==> src/rtl/ssd_scan_decoder.sv <==
// ssd_scan_decoder: rebuilds the 16-bit hex value from a multiplexed seven-segment scan bus.
// Define SSD_CHANGE_ONLY_EN to drop completed frames identical to the last emitted one.
module ssd_scan_decoder #(
  parameter int STABLE_CYCLES  = 4,
  parameter int TIMEOUT_CYCLES = 1000000
) (
  input  logic        clk,
  input  logic        rst,
  input  logic [3:0]  Anode,
  input  logic [6:0]  LED_out,
  input  logic        frame_ready,
  input  logic        clr_sticky,
  output logic [15:0] frame_value,
  output logic        frame_valid,
  output logic        frame_err,
  output logic        overrun,
  output logic        idle
);
  localparam int SW = $clog2(STABLE_CYCLES);
  localparam int TW = $clog2(TIMEOUT_CYCLES + 1);
  logic [10:0] sync1, sync2, prev;
  logic [SW-1:0] dwell;
  logic [TW-1:0] idle_cnt;
  logic [3:0] mask, err_sh, sel;
  logic [15:0] shadow;
  logic [1:0] idx;
  logic [4:0] glyph;
  logic same, one_low, latch, timeout, complete, skip, drop, load;
`ifdef SSD_CHANGE_ONLY_EN
  logic seen;
`endif

  // Returns {err, nibble}; unknown glyphs (blank included) decode as error with nibble 0.
  function automatic logic [4:0] decode(input logic [6:0] g);
    case (g)
      7'b0000001: return 5'h00;
      7'b1001111: return 5'h01;
      7'b0010010: return 5'h02;
      7'b0000110: return 5'h03;
      7'b1001100: return 5'h04;
      7'b0100100: return 5'h05;
      7'b0100000: return 5'h06;
      7'b0001111: return 5'h07;
      7'b0000000: return 5'h08;
      7'b0000100: return 5'h09;
      7'b0001000: return 5'h0a;
      7'b1100000: return 5'h0b;
      7'b0110001: return 5'h0c;
      7'b1000010: return 5'h0d;
      7'b0110000: return 5'h0e;
      7'b0111000: return 5'h0f;
      default:    return 5'h10;
    endcase
  endfunction

  always_comb begin
    sel = ~sync2[10:7];
    same = sync2 == prev;
    one_low = sel != 4'd0 && (sel & (sel - 4'd1)) == 4'd0;
    idx = sel[3] ? 2'd3 : sel[2] ? 2'd2 : sel[1] ? 2'd1 : 2'd0;
    latch = same && one_low && dwell == SW'(STABLE_CYCLES - 2);
    glyph = decode(sync2[6:0]);
    timeout = !latch && idle_cnt == TW'(TIMEOUT_CYCLES - 1);
    complete = mask == 4'hf;
`ifdef SSD_CHANGE_ONLY_EN
    skip = complete && seen && {shadow, |err_sh} == {frame_value, frame_err};
`else
    skip = 1'b0;
`endif
    drop = complete && !skip && frame_valid && !frame_ready;
    load = complete && !skip && !(frame_valid && !frame_ready);
  end

  always_ff @(posedge clk or negedge rst) begin
    if (!rst) begin
      sync1 <= '0;
      sync2 <= '0;
      prev <= '0;
      dwell <= '0;
      idle_cnt <= '0;
      mask <= '0;
      err_sh <= '0;
      shadow <= '0;
      frame_value <= '0;
      frame_valid <= 1'b0;
      frame_err <= 1'b0;
      overrun <= 1'b0;
      idle <= 1'b0;
`ifdef SSD_CHANGE_ONLY_EN
      seen <= 1'b0;
`endif
    end else begin
      sync1 <= {Anode, LED_out};
      sync2 <= sync1;
      prev <= sync2;
      // Saturating at STABLE_CYCLES-1 is what makes a latch happen once per dwell.
      dwell <= !same ? '0 : dwell == SW'(STABLE_CYCLES - 1) ? dwell : dwell + SW'(1);
      idle_cnt <= latch ? '0 : idle_cnt == TW'(TIMEOUT_CYCLES) ? idle_cnt : idle_cnt + TW'(1);
      idle <= latch ? 1'b0 : timeout ? 1'b1 : idle;
      mask <= ((complete || timeout) ? 4'h0 : mask) | (latch ? 4'b0001 << idx : 4'h0);
      if (latch) begin
        shadow[{idx, 2'b00} +: 4] <= glyph[3:0];
        err_sh[idx] <= glyph[4];
      end
      if (load) begin
        frame_value <= shadow;
        frame_err <= |err_sh;
      end
      frame_valid <= load | (frame_valid & ~frame_ready);
      overrun <= drop | (overrun & ~clr_sticky);
`ifdef SSD_CHANGE_ONLY_EN
      seen <= seen | load;
`endif
    end
  end
endmodule

==> config.mk <==
export PLATFORM = sky130hd
export DESIGN_NAME = ssd_scan_decoder
export DESIGN_NICKNAME = d
export VERILOG_FILES = /design/src/rtl/ssd_scan_decoder.sv
export SDC_FILE = /design/constraint.sdc
export NUM_CORES = 1
export LEC_CHECK = 0
export BUFFER_PORTS_ARGS = -buffer_cell sky130_fd_sc_hd__buf_4
export CORE_ASPECT_RATIO = 0.8
export CORE_MARGIN = 2
export CORE_UTILIZATION = 40
export DETAILED_ROUTE_END_ITERATION = 8
export PLACE_DENSITY = 0.6
export REMOVE_ABC_BUFFERS = 1
export SYNTH_ARGS = -nofsm -noshare
export SYNTH_HDL_FRONTEND = slang
export SYNTH_SLANG_ARGS = --single-unit
==> constraint.sdc <==
create_clock -name clk -period 3.45 [get_ports clk]
set_input_delay 0.69 -clock clk [delete_from_list [all_inputs] [get_ports clk]]
set_output_delay 0.69 -clock clk [all_outputs]
set_load 0.01 [all_outputs]
; ---- After elaboration in Yosys (flattened, before gate mapping)
; Index checks and enable logic that the tools add are counted.
[word_totals]
regBits = 99
wordCells = 88
output_inout_bits = 20
input_bits = 15
[op_classes]
bitwise_logic = 9
add_sub_neg = 4
reduce_logical = 18
order_cmp = 2
mux = 16
n_eq_ne = 23
n_shift = 3
[ops]
columns = cell, n
row1 = $pmux 5 s16, 1
row2 = $eq 20x20->1 const B, 2
row3 = $mux 20, 2
row4 = $eq 7x6->1 const B, 5
row5 = $eq 7x7->1 const B, 4
row6 = $add 20x1->20 const B, 1
row7 = $bwmux 16, 1
row8 = $shift 4x6->16 const A, 1
row9 = $shiftx 4x6->16, 1
row10 = $eq 7x3->1 const B, 2
row11 = $eq 7x4->1 const B, 2
row12 = $eq 11x11->1, 1
row13 = $logic_and 1x1->1, 9
row14 = $mux 2, 4
row15 = $mux 4, 2
row16 = $eq 7x1->1 const B, 1
row17 = $eq 7x5->1 const B, 1
row18 = $logic_not 7->1, 1
row19 = $neg 4->6, 1
row20 = $and 4x4->4, 1
row21 = $bwmux 4, 1
row22 = $eq 2x2->1 const B, 2
row23 = $eq 4x4->1 const B, 1
row24 = $logic_not 4->1, 1
row25 = other kinds (18), 27

; ---- Longest topological paths before layout
[depth]
depth_word = 12
mapped_depth = 8
mapped_depth_nobuf = 7

; ---- Worst setup path after synthesis
; Ideal clock, no wire load.
[synth_path]
path_kind = register to register
startpoint = reg sync2[4]
endpoint = reg err_sh[0]
setup_slack_ps = 1581
n_path_buf = 1
arrival_ps = 1745
stages_incl_launch_ff = 7
t_required_ps = 3325
path_cell_list = dfrtp_1 -> buf_6 -> xor2_1 -> nor4_4 -> nand3_4 -> nor3_1 -> mux2_2
[synth_via]
elab_chain_len = 3
elab_cells_between_ends = 21
classes_between = eq/ne: 16 / mux: 2 / reduce/logical: 3
[synth_rtl]
columns = element, line
row1 = start: declaration, 21  ; logic [10:0] sync1, sync2, prev;
row2 = start signal: assignment, 94  ; sync2 <= sync1;
row3 = "$eq 7x6->1, or another cell as far along", 35  ; case (g)
row4 = $pmux 5 s16 / $logic_and 1x1->1 (equally long branches), "35, 61"
row5 = $bwmux 4 / $logic_and 1x1->1 (equally long branches), "103, 61"
row6 = end signal: indexed assignment, 103  ; err_sh[idx] <= glyph[4];
row7 = end: declaration, 24  ; logic [3:0] mask, err_sh, sel;
; Parallel ways exist; a longest one is shown, timed or not.
; A chain may end at the register's enable or synchronous reset.

; ---- Worst setup path after layout
[layout_path]
startpoint = reg sync2[3]
endpoint = reg shadow[0]
[layout_via]
elab_chain_len = 4
elab_cells_between_ends = 22
classes_between = eq/ne: 16 / shift: 1 / mux: 2 / reduce/logical: 3
[layout_rtl]
columns = element, line
row1 = "$eq 7x6->1, or another cell as far along", 35
row2 = $pmux 5 s16, 35
row3 = $shiftx 4x6->16, 102  ; shadow[{idx, 2'b00} +: 4] <= glyph[3:0];
row4 = $bwmux 16, 102
row5 = end signal: indexed assignment, 102
row6 = end: declaration, 25  ; logic [15:0] shadow;
; Parallel ways exist; a longest one is shown, timed or not.

==> results.yml <==
logic_synthesis:
  syn-mean-instance-area_um2: 11.91
  synthDominantCellAreaShare_pct: 57.16
  ys_seq_area_share_pct: 57.16
  synthFlopType: "dfrtp_1"
  syn_area_mm2: 0.004334
  yosys.cell_types.count: 52
  async_flop_share_pct: 100.0
  cell_types_with_the_largest_area_share_after_synthesis: "dfrtp_1 (57%), xor2_1 (5.3%), mux2_2 (4.4%)"
  synth_edf_count: 0
  synth.yosys.warnings: 0
  most_instantiated_library_cell_after_synthesis: "dfrtp_1"
  synth_area_leader_cell: "dfrtp_1"
  netlist_instances: 364
  synthTopCellsByCount: "dfrtp_1 (99), nor2_1 (36), xor2_1 (26)"
  synth.ff_latch_count: 99
floorplanning:
  core_area_mm2: 0.01041
  design.die.area_mm2: 0.01169
  ios: 35
  die_width_um: 120.4
  start_util_pct: 41.65
  std_cell_rows: 33
  chipHeight_um: 97.11
worst_setup_path:
  path_max_fanout: 17
  regToRegStartpoint: "sync2[3]"
  end_kind: "flip-flop"
  timing.critical_path.required_ps: 3680
  critical_path.startpoint_type: "flip-flop"
  regToRegEndpoint: "shadow[0]"
  setup.worst_path.class: "flip-flop to flip-flop"
  r2r_cell_count: 5
  arrival_time_of_the_worst_setup_path_ps: 2400
  r2r_slack_ps: 1280
cells_and_area:
  multi_input_area_mm2: 0.001734
  layout-area-overhead-vs-synth_pct: 16.17
  antenna_cells: 0
  ff_latch_area_mm2: 0.002477
  nets: 421
  drive_above_1_share_pct: 19.65
  final.fill_count: 954
global_routing:
  first_pass_grt_wire_length_mm: 13.14
  total_overflow_reported_by_the_global_router: 0
  grt_antenna_before_repair: 0
  largest_net_degree_at_the_start_of_global_routing: 65
  grt.total_usage_pct: 14.34
  vias_in_the_first_global_route: 2630
cts:
  clkSlewWorstSetupHoldPaths_ps: 70
  cts_htree_levels: 3
  clock-sinks: 99
  cts.repair_timing.setup_buffer_count: 0
  cts_buffers: 9
  cts.path.max_buffers: 2
  clkLatencyLatePin_ps: 340
  cts_tree: "yes"
  post_cts_hold_buffer_count: 0
  post_cts.resized_instances: 0
  cts_root_buffer: "clkbuf_16"
timing:
  worst_slew_pin_slew_ps: 813.3
  slew_headroom_pct: 45.78
  timing.final.ws_setup_ps: 1276
  timing.final.hold_violations: 0
  post-route-period-util_pct: 63.01
  fmax_ghz: 0.4600
  clock_skew_after_layout_ps: 8.703
  report.final.setup_viol: 0
  finalMaxSlewViolations: 0
  tns_ps: 0
  grt_setup_unrepaired: "no"
  final.min_clock_period_ps: 2174
placement:
  finalWeightedCongestion: 0.7926
  portBuffers: 34
  dp_worst_setup_slack_ps: 1289
  dp.final_hpwl_mm: 5.298
pwr:
  leakagePower_nw: 2.319
  power_per_cell_area_mw_per_mm2: 468.5
  irDropWorstVdd_uv: 307.6
detailed_routing:
  via_per_inst: 5.153
  antenna_left: 0
  avgRoutedWirePerCell_um: 14.22
  dr.first_iter.drc_count: 184
  drt-pass1-iter-count: 4
  route.final.wire_length_mm: 7.709
  detailroute.via_count: 2793
  remaining_drc_errors: 0
hold_path:
  whs_endpoint: "sync2[9]"
  whs_path_depth: 0
  hp-start: "sync1[9]"
  hold_class: "flip-flop to flip-flop"
job:
  maxCapViolations: 0
status:
  outcome: "completed"
[power by group]
group          internal, mW  total [mW]  switching (mW)
logic                0.0373      0.0978          0.0605
clock network         0.637        1.06           0.419
registers              1.18        1.20          0.0244
[critical path, cell delays in order (launching register included)]
cell and delay (ps):
dfrtp_1 670, xor2_1 180, nor4_4 300, and4_4 400, nand2_1 210, a22o_1 290
[metrics by stage]
step                hold WS [ps]  total power [mW]  std cells  instance area [um2]  utilization [%]
global placement           332.8             1.324        527                 4718            45.35
floorplan                  331.2             1.272        351                 4260                -
global route               353.3             2.460        542                 5035            48.39
detailed placement         334.7             1.326        527                 4718            45.35
finish                     347.7             2.359        542                 5035            48.39
CTS                        348.6             2.398        542                 5035            48.39
[worst max-delay path by stage]
stage	startpoint	to	slack, ps	depth (start not counted)
global route	sync2[3]	shadow[0]	1150	5
floorplan	frame_ready	frame_value[0]	1280	3
detailed placement	sync2[3]	shadow[0]	1290	5
CTS	sync2[3]	shadow[0]	1280	5
global placement	sync2[3]	shadow[1]	1310	5
finish	sync2[3]	shadow[0]	1280	5
[flip-flops by register name, summed over array words and instances (netlist names)]
register	count
mask	4
overrun	1
frame_err	1
shadow	16
prev	11
err_sh	4
frame_value	16
sync2	11
sync1	11
idle	1
idle_cnt	20
frame_valid	1
dwell	2
[cells in the final DEF (no fill, tap or decap), types with 2 or more instances in the layout]
cell type and count:
o21ai_0 6, and3b_1 2, a31o_1 2, mux2_2 17
and4_1 3, nor3_1 6, clkbuf_16 9, a21oi_1 7
inv_1 13, nand3_1 19, nor2b_1 2, xnor2_1 6
and3_1 3, nor3b_1 2, ha_1 8, nor3_2 3
a32o_1 2, buf_4 35, a21boi_0 2, nor4bb_1 2
and2_1 4, nor4_4 3, a22o_1 12, bufinv_16 2
dfrtp_1 99, nor4b_1 3, mux2i_1 5, o211ai_1 2
nand2_1 19, nor4_1 5, nand4_1 8, nand4b_1 4
nor2_1 36, xor2_1 26, nand2b_1 4
[per-layer routing]
metal,wire length [um],track usage (%),vias to the layer above
li1,-,-,1349
met1,3920,21.25,1377
met2,3290,19.56,58
met3,371,4.636,9
met4,127,5.188,0
met5,0,0,-
[cells by family after synthesis]
kind of cell    Yosys count  share of synthesized area [%]
buf+inv                  26                          2.829
mux                      22                          5.572
flops                    99                          57.16
xor+xnor                 32                          6.467
fa+ha+maj                 8                          2.310
compound gates           43                          7.304
simple gates            134                          18.36
[cell type report]
class / count / share of cell area (%)
Sequential cell: 99 / 49.20
Multi-Input combinational cell: 239 / 34.44
Timing Repair Buffer: 36 / 5.616
Clock buffer: 10 / 4.548
Tap cell: 140 / 3.479
Clock inverter: 5 / 1.740
Inverter: 13 / 0.9692
(Power assumes the default switching activity.)
